### src/rtl/config_loader.sv
// Serial loader/verifier for a chain of 32-bit switch-box configuration registers.
// Latency: 1 cycle start->FETCH, then per word 1 fetch cycle + 32 shift cycles, then a 1-cycle done.
// Backpressure: word_ready only in FETCH; a stalled word_valid parks the FSM with chain_en low.
module config_loader #(
  parameter int NUM_WORDS = 1
) (
  input  logic        prog_clk,
  input  logic        rst,
  input  logic        start,
  input  logic        mode,
  input  logic [31:0] word_data,
  input  logic        word_valid,
  output logic        word_ready,
  output logic        chain_din,
  output logic        chain_en,
  input  logic        chain_dout,
  output logic        busy,
  output logic        done,
  output logic        err,
  output logic [7:0]  mismatch_cnt
);

  localparam int WCW = (NUM_WORDS > 1) ? $clog2(NUM_WORDS) : 1;
  localparam logic [WCW-1:0] LAST_WORD = WCW'(NUM_WORDS - 1);

  typedef enum logic [1:0] {IDLE, FETCH, SHIFT, DONE} state_t;

  state_t         state, state_nxt;
  logic           mode_q;
  logic [31:0]    buf_q;
  logic [4:0]     bit_cnt;
  logic [WCW-1:0] word_cnt;
  logic           start_acc;
  logic           word_acc;
  logic           last_bit;
  logic           bit_miss;

  assign last_bit = (bit_cnt == 5'd31);
  assign bit_miss = mode_q && (chain_dout != buf_q[0]);

  // VERIFY recirculates the chain so its contents survive the pass.
  assign chain_din = mode_q ? chain_dout : buf_q[0];

  always_ff @(posedge prog_clk or negedge rst) begin
    if (!rst) state <= IDLE;
    else      state <= state_nxt;
  end

  always_comb begin
    state_nxt  = state;
    word_ready = 1'b0;
    chain_en   = 1'b0;
    busy       = 1'b1;
    done       = 1'b0;
    start_acc  = 1'b0;
    word_acc   = 1'b0;
    case (state)
      IDLE: begin
        busy = 1'b0;
        if (start) begin
          start_acc = 1'b1;
          state_nxt = FETCH;
        end
      end
      FETCH: begin
        word_ready = 1'b1;
        if (word_valid) begin
          word_acc  = 1'b1;
          state_nxt = SHIFT;
        end
      end
      SHIFT: begin
        chain_en = 1'b1;
        if (last_bit) state_nxt = (word_cnt == LAST_WORD) ? DONE : FETCH;
      end
      DONE: begin
        done      = 1'b1;
        state_nxt = IDLE;
      end
      default: state_nxt = IDLE;
    endcase
  end

  always_ff @(posedge prog_clk or negedge rst) begin
    if (!rst) begin
      mode_q       <= 1'b0;
      buf_q        <= '0;
      bit_cnt      <= '0;
      word_cnt     <= '0;
      err          <= 1'b0;
      mismatch_cnt <= '0;
    end else begin
      if (start_acc) begin
        mode_q       <= mode;
        word_cnt     <= '0;
        err          <= 1'b0;
        mismatch_cnt <= '0;
      end
      if (word_acc) begin
        buf_q   <= word_data;
        bit_cnt <= '0;
      end
      if (chain_en) begin
        buf_q   <= {1'b0, buf_q[31:1]};
        bit_cnt <= bit_cnt + 5'd1;
        if (last_bit && (word_cnt != LAST_WORD)) word_cnt <= word_cnt + WCW'(1);
        // Only VERIFY can raise bit_miss, so LOAD never touches the error state.
        if (bit_miss) begin
          err <= 1'b1;
          if (mismatch_cnt != 8'hFF) mismatch_cnt <= mismatch_cnt + 8'd1;
        end
      end
    end
  end

endmodule

### config.mk
export PLATFORM = sky130hd
export DESIGN_NAME = config_loader
export DESIGN_NICKNAME = d
export VERILOG_FILES = /design/src/rtl/config_loader.sv
export SDC_FILE = /design/constraint.sdc
export NUM_CORES = 1
export LEC_CHECK = 0
export ABC_AREA = 1
export CELL_PAD_IN_SITES_DETAIL_PLACEMENT = 0
export CELL_PAD_IN_SITES_GLOBAL_PLACEMENT = 1
export CORE_UTILIZATION = 41
export CTS_BUF_LIST = sky130_fd_sc_hd__clkbuf_4 sky130_fd_sc_hd__clkbuf_8
export DETAILED_ROUTE_END_ITERATION = 6
export PLACE_DENSITY_LB_ADDON = 0.1
export SETUP_SLACK_MARGIN = 0.15
export SYNTH_ARGS = -nofsm -noshare
export SYNTH_HDL_FRONTEND = slang
export SYNTH_SLANG_ARGS = --single-unit
### constraint.sdc
create_clock -name prog_clk -period 1.9 [get_ports prog_clk]
set_clock_uncertainty 0.1 [all_clocks]
set_input_delay 0.57 -clock prog_clk [delete_from_list [all_inputs] [get_ports prog_clk]]
set_output_delay 0.57 -clock prog_clk [all_outputs]
set_load 0.02 [all_outputs]
; ---- Word level (Yosys, flattened, before mapping)
; Index checks and enable logic that the tools add are counted.
[totals]
regBits = 50
out_inout_bits = 14
wordCells = 52
[classes]
add_sub_neg = 3
n_eq_ne = 9
muxes = 28
reduce_logical = 5
[op_table]
columns = cell, count
row1 = 32-bit two-way mux, 2
row2 = 8-bit two-way mux, 4
row3 = 1-bit two-way mux, 15
row4 = 5-bit two-way mux, 2
row5 = 8-bit by 1-bit adder with 8-bit output (second input constant), 1
row6 = 2-bit two-way mux, 4
row7 = 8-bit inequality test (second input constant), 1
row8 = 2-bit one-hot mux with 4 select lines, 1
row9 = 2-bit inequality test (second input constant), 3
row10 = 5-bit by 1-bit adder with 5-bit output (second input constant), 1
row11 = 5-bit equality test (second input constant), 1
row12 = 2-bit equality test (second input constant), 2
row13 = 3-bit AND reduction, 1
row14 = 2-bit by 1-bit equality test with 1-bit output (second input constant), 1
row15 = 1-bit logical AND, 2
row16 = 2-bit logical NOT, 1
row17 = 2-bit nonzero test, 1
row18 = 1-bit adder (second input constant), 1
row19 = 1-bit inequality test, 1

; ---- Depth between registers and ports, before layout
; Gate-level depths: netlist of the first run.
[depth]
depth_word = 6
mapped_depth = 9
mapped_depth_nobuf = 8

; ---- Worst setup path before layout of the first run
; Ideal clock, no wire load.
[synth_timing]
path_kind = register to output
start = register mode_q
end = output port chain_din
arrival_time_ns = 0.881
setup_slack_ns = 0.349
path_stages_with_launch = 2
cell_sequence = dfrtp_1 -> o21ai_0
[synth_between]
elab_chain_len = 1
[synth_lines]
columns = element, line_no
row1 = from (decl), 29  ; logic mode_q;
row2 = from (signal assigned), 94  ; mode_q <= mode;
row3 = 1-bit two-way mux, 42  ; assign chain_din = mode_q ? chain_dout : buf_q[0];
row4 = to (decl), 14  ; output logic chain_din,
; No other way between the ends.

; ---- Worst setup path after layout of the first run
[layout_timing]
start = register state[1]
end = output port word_ready
[layout_between]
elab_chain_len = 2
[layout_lines]
columns = element, line_no
row1 = from (decl), 28  ; state_t state, state_nxt;
row2 = from (signal assigned), 46  ; else state <= state_nxt;
row3 = 2-bit by 1-bit equality test with 1-bit output, 57  ; case (state)
row4 = 1-bit two-way mux, 57
row5 = to (decl), 13  ; output logic word_ready,
; No other way between the ends.

==> results.ini, run 1 <==
[worst_setup_path]
crit_path_start_kind = register
crit_fanout = 4
r2r-start = state[1]
crit_required_ns = 1.23
endpoint_kind = output port
cp.arrival_ns = 1.09
timing.critical_path.from = state[1]
critPathKind = reg2out

[job]
cap_violations = 0

[cells_and_area]
final-seq-area_um2 = 1250
n_antenna_cell = 0
nFillCells = 622
nNetsFinal = 416
layout-drive-gt1-share_pct = 29.8
multi_input_area_um2 = 1220
syn_to_final_growth_pct = 31.3
fin_area_um2 = 3680

[routing]
drtIter0Drc = 76
drtPass1Iterations = 7
drc = 2
viasPerCell = 4.85
wl_per_cell_um = 12.3
vias = 2199
routed_wl_mm = 5.57
ant_nets = 0

[synth]
ys_top_cells_by_count = nand2_1, dfrtp_1, inv_1, o21ai_2, o211ai_2
synth_top_area_share_pct = 44.7
synth_cell_type_count = 23
synth.area.mux_share_pct = 0
avgSynthCellArea_um2 = 9.06
synth_nets = 350
synth_simple_gate_area_share_pct = 16.0
synth_seq_cells = 50
yosysWarnings = 0
synth.cell_area_um2 = 2800
seq_area_frac_synth_pct = 44.7
ys_async_sr_fraction_pct = 100
synth_top_family_by_area = compound AO/OA/AOI/OAI gates
yosys.area.top_type = dfrtp_1
synth_compound_area_share_pct = 25.0
yosysMostFrequentCell = nand2_1
synth_adder_area_share_pct = 1.34
synth_xor_xnor_area_share_pct = 0.626
synth_cells = 309
ys_top_cells_by_area = dfrtp_1, o211ai_2, nand2_1, o21ai_2, inv_1
synth_flop_cell = dfrtp_1
synth_edf_count = 0

[global_route]
grt_pass1_wl_mm = 9.72
grt_usage_pct = 16.8
antenna_found_initial = 0
grt_overflow = 0
first_global_vias = 2165
grt_max_degree = 37

[timing]
period_share_pct = 92.7
holdWs_ns = 0.0650
rsz0062_at_grt = yes
hold_violations = 0
layout_setup_ws_ns = 0.139
tightest_slew_ns = 0.374
drv_slew = 0
min_period_ns = 1.76
relSlewSlack_pct = 75.1
fmax_mhz = 568
setup_viol = 0

[placement]
portBuffers = 51
hpwlAfterDp_mm = 3.65
gp_congestion = 0.706
place_ws_ns = -0.550
dpl_cell_area_um2 = 3440

[cts]
cts_hold_buffers = 0
cts_max_level = 2
clock_path_buffers = 2
cts-buffers-inserted = 5
root_buffer = clkbuf_8
cts.sinks = 50
cts_tree = yes
clk_latency_ns = 0.30
clk_pin_slew_ns = 0.09

[floorplan]
core_um2 = 6460
core.rowCount = 29
dieArea_um2 = 7160
die_y_um = 84.6
die_w_um = 84.6
ios = 52
start_util_pct = 43.4

[outcome]
status = finished with violations
failed_checks = DRC

[pwr]
fin_total_pwr_mw = 5.84
peakVddDrop_mv = 0.794
power_density_nw_per_um2 = 1590
p_leak_nw = 1.72

[worst_hold_path]
hold_class = in2async

stage by stage:
step           util [%]  std cells  TNS [ns]
2_1_floorplan         -        309         0
3_3_place_gp       53.3        438     -1.04
3_5_place_dp       53.3        438     -1.22
4_1_cts            56.1        450         0
5_1_grt            56.9        453         0
6_report           56.9        453         0
worst max-delay path, cell delays in order (launching register included):
cell and delay (ns):
dfrtp_1 0.40, buf_6 0.14, inv_2 0.04, nand2_2 0.05, inv_2 0.06, buf_6 0.11
cell families (layout without fill, tap and decap cells):
| group | after synthesis | after routing |
|---|---|---|
| compound gates | 77 | 77 |
| xor+xnor | 2 | 2 |
| fa+ha+maj | 3 | 3 |
| buf+inv | 68 | 135 |
| flops | 50 | 50 |
| simple gates | 109 | 109 |
power breakdown:
part           internal (mW)  switching [mW]
clock                  0.407           0.354
sequential              1.52           0.178
combinational           1.54            1.85
total                   3.46            2.38
worst paths after layout:
check	to	slack [ns]	cells past startpoint
max reg2reg	buf_q[13]	0.24	11
max	word_ready	0.14	5
min in group prog_clk	err	0.38	2
min	buf_q[20]	0.07	1
min reg2reg	err	0.38	2
max in group asynchronous	buf_q[2]	1.12	2
per-layer routing:
metal | track usage [%] | up-vias | part of all wire (%) | routed length [um]
li1 | - | 1135 | - | -
met1 | 23.9 | 1020 | 50 | 2800
met2 | 25.8 | 38 | 44 | 2450
met3 | 3.83 | 6 | 4.5 | 250
met4 | 5.08 | 0 | 1.2 | 68
met5 | 0 | - | 0 | 0
flip-flops by register name, summed over array words and instances (netlist names):
register,count
bit_cnt,5
word_cnt,1
err,1
state,2
mode_q,1
buf_q,32
mismatch_cnt,8
layout by cell type, fill, tap and decap left out:
| cell | instances |
|---|---|
| clkbuf_8 | 5 |
| nand2_4 | 1 |
| clkdlybuf4s50_1 | 35 |
| a21oi_1 | 2 |
| o21ai_1 | 11 |
| nand2_1 | 69 |
| clkbuf_4 | 1 |
| nor2_2 | 1 |
| nor2_4 | 1 |
| nand2_2 | 6 |
| xor2_1 | 1 |
| o21ai_0 | 4 |
| clkbuf_2 | 4 |
| clkbuf_16 | 2 |
| nor2_1 | 14 |
| inv_1 | 47 |
| dfrtp_1 | 49 |
| buf_12 | 4 |
| dlygate4sd2_1 | 4 |
| nand4_1 | 2 |
| buf_2 | 1 |
| nor3_1 | 1 |
| clkdlybuf4s15_2 | 1 |
| bufbuf_16 | 1 |
| clkinvlp_4 | 1 |
| ha_1 | 3 |
| bufinv_16 | 1 |
| nand3_1 | 14 |
| o21ai_2 | 28 |
| clkdlybuf4s15_1 | 1 |
| xnor2_1 | 1 |
| o211ai_1 | 6 |
| buf_6 | 6 |
| dfrtp_2 | 1 |
| buf_4 | 14 |
| o211ai_2 | 26 |
| inv_2 | 6 |
| buf_16 | 1 |
repair_timing:
item,CTS,global route
setup buffers,3,1
gates cloned,1,2
pin swaps,0,3
endpoints found under the hold margin,0,0
gates resized for setup,51,10
endpoints found under the setup margin,16,18
final cells by class:
type	count	area share (%)
clock buffer	6	2.08
clock inverter	2	1.02
inverter	53	5.41
multi-input combinational	191	33.2
sequential	50	34.1
tap	77	2.62
timing repair buffer	74	21.6
Note: power is estimated with default switching activity, not from simulation.
==> run 2, diff against run 1 <==
==> constraint.sdc (replaced) <==
create_clock -name prog_clk -period 1.9 [get_ports prog_clk]
set_clock_uncertainty 0.1 [all_clocks]
set_input_delay 0.57 -clock prog_clk [delete_from_list [all_inputs] [get_ports prog_clk]]
set_output_delay 0.57 -clock prog_clk [all_outputs]
set_load 0.05 [all_outputs]
==> results.ini, run 2 (synthesis results as in run 1) <==
[outcome]
status = finished with violations
failed_checks = DRC

[job]
cap_violations = 0  ; unchanged

[routing]
drc = 6  ; +4
wl_per_cell_um = 11.7  ; -4.7%
ant_nets = 0  ; unchanged
vias = 2169  ; -1.4%
top_layer_used = met4
dr_wl_met3_um = 259  ; +3.6%
wl_met2_mm = 2.35  ; -4.1%
drtIter0Drc = 64  ; -16%
drtPass1Iterations = 7  ; unchanged
drt-met1-wl_mm = 2.59  ; -7.5%
routed_wl_mm = 5.26  ; -5.6%
viasPerCell = 4.83  ; -0.49%

[cells_and_area]
syn_to_final_growth_pct = 33.9
fin_area_um2 = 3750  ; +1.9%
largest_register_ffs = 32  ; unchanged
regMostFlops = buf_q
final_common_cell = nand2_1
n_antenna_cell = 0  ; unchanged
top_regs = buf_q (32), mismatch_cnt (8), bit_cnt (5)
utilization_pct = 58.0  ; +1.1 points
layout-drive-gt1-share_pct = 31.5  ; +1.7 points
final_cell_mix = nand2_1, dfrtp_1, inv_1, clkdlybuf4s50_1, o21ai_2
nNetsFinal = 412  ; -0.96%

[timing]
setup_viol = 0  ; unchanged
hold_violations = 0  ; unchanged
holdWs_ns = 0.139  ; +0.0737 ns
layout_setup_ws_ns = 0.125  ; -0.0145 ns
min_period_ns = 1.78  ; +0.0145 ns
drv_slew = 0  ; unchanged
rsz0062_at_grt = yes
period_share_pct = 93.4  ; +0.76 points
fmax_mhz = 563  ; -0.82%
relSlewSlack_pct = 81.2  ; +6.1 points
tightest_slew_ns = 0.282  ; -0.0913 ns
tns_ns = 0  ; unchanged

[floorplan]
ios = 52  ; unchanged
dieArea_um2 = 7160  ; unchanged
start_util_pct = 43.4  ; unchanged
die_w_um = 84.6  ; unchanged
core.rowCount = 29  ; unchanged
die_y_um = 84.6  ; unchanged
core_um2 = 6460  ; unchanged

[global_route]
grt_usage_pct = 16.0  ; -0.85 points
first_global_vias = 2020  ; -6.7%
grt_overflow = 0  ; unchanged
antenna_found_initial = 0  ; unchanged
grt_pass1_wl_mm = 9.14  ; -6.0%
grt_max_degree = 51  ; +38%

[pwr]
p_leak_nw = 1.71  ; -0.72%
peakVddDrop_mv = 1.54  ; +94%
power_density_nw_per_um2 = 1580  ; -0.33%

[worst_setup_path]
crit_required_ns = 1.23  ; about the same
crit_fanout = 5  ; +1
timing.critical_path.from = state[1]
critPathKind = reg2out
endpoint_kind = output port
r2r-start = state[1]
crit_path_start_kind = register
cp.arrival_ns = 1.11  ; +0.02 ns

[placement]
place_ws_ns = -0.113  ; +0.437 ns
gp_congestion = 0.789  ; +12%
portBuffers = 51  ; unchanged
dpl_cell_area_um2 = 3550  ; +3.2%
hpwlAfterDp_mm = 3.54  ; -3.1%

[cts]
cts.sinks = 50  ; unchanged
cts_tree = yes
cts_max_level = 2  ; unchanged
root_buffer = clkbuf_8
cts-buffers-inserted = 5  ; unchanged
clock_path_buffers = 2  ; unchanged
clk_pin_slew_ns = 0.09  ; about the same
clk_latency_ns = 0.30  ; about the same

[worst_hold_path]
hold_class = in2async

-- run 2: metal layers --
metal / track usage, % / up-vias
li1: - / 1128
met2: 26.0 / 43
met3: 3.44 / 4
met4: 5.08 / 0
met5: 0 / -
met1: 21.4 / 994
-- run 2: where the power goes --
part           internal [mW]  leakage [nW]  switching (mW)  total [mW]
clock network          0.423        0.0593           0.339       0.762
registers               1.52         0.627           0.220        1.74
logic                   1.47          1.02            1.95        3.43
-- run 2: cell type report --
cell class	instances	area (um^2)
fillers	586	2710
repair buffers	70	851
flip-flops and latches	50	1260
multi-input cells	191	1230
clock inverters	1	30.0
inverters	53	204
clock buffers	7	83.8
well taps	77	96.3
-- run 2: path summary, 6_finish.rpt --
path | slack [ns] | cells past startpoint | to
max | 0.12 | 4 | word_ready
min | 0.14 | 2 | buf_q[18]
max reg2reg | 0.22 | 10 | buf_q[30]
min reg2reg | 0.39 | 2 | bit_cnt[4]
max in group asynchronous | 1.28 | 2 | state[0]
min in group prog_clk | 0.39 | 2 | bit_cnt[4]
-- run 2: worst max-delay path, cell delays in order (launching register included) --
cell,delay (ns)
dfrtp_2,0.48
inv_2,0.07
nand2_2,0.05
inv_2,0.08
buf_12,0.13
-- run 2: through the flow --
stage | cells | total power [mW]
finish | 449 | 5.93
global route | 449 | 6.44
CTS | 445 | 5.96
detailed placement | 433 | 5.04
global placement | 433 | 4.98
floorplan | 309 | 4.26
-- run 2: repair_timing --
action | 4_1_cts | 5_1_grt
endpoints found under the setup margin | 4 | 5
hold buffers | 0 | 0
buffers inserted | 4 | 4
resized for setup | 10 | 4
pin swaps | 1 | 2
==> run 3, diff against run 2 <==
--- a/config.mk
+++ b/config.mk
@@ -10,6 +10,7 @@
 export CELL_PAD_IN_SITES_GLOBAL_PLACEMENT = 1
 export CORE_UTILIZATION = 41
 export CTS_BUF_LIST = sky130_fd_sc_hd__clkbuf_4 sky130_fd_sc_hd__clkbuf_8
+export CTS_CLUSTER_DIAMETER = 40
 export DETAILED_ROUTE_END_ITERATION = 6
 export PLACE_DENSITY_LB_ADDON = 0.1
 export SETUP_SLACK_MARGIN = 0.15
==> results of run 3 <==
The final DEF is identical to that of run 2; final timing and power are the same.
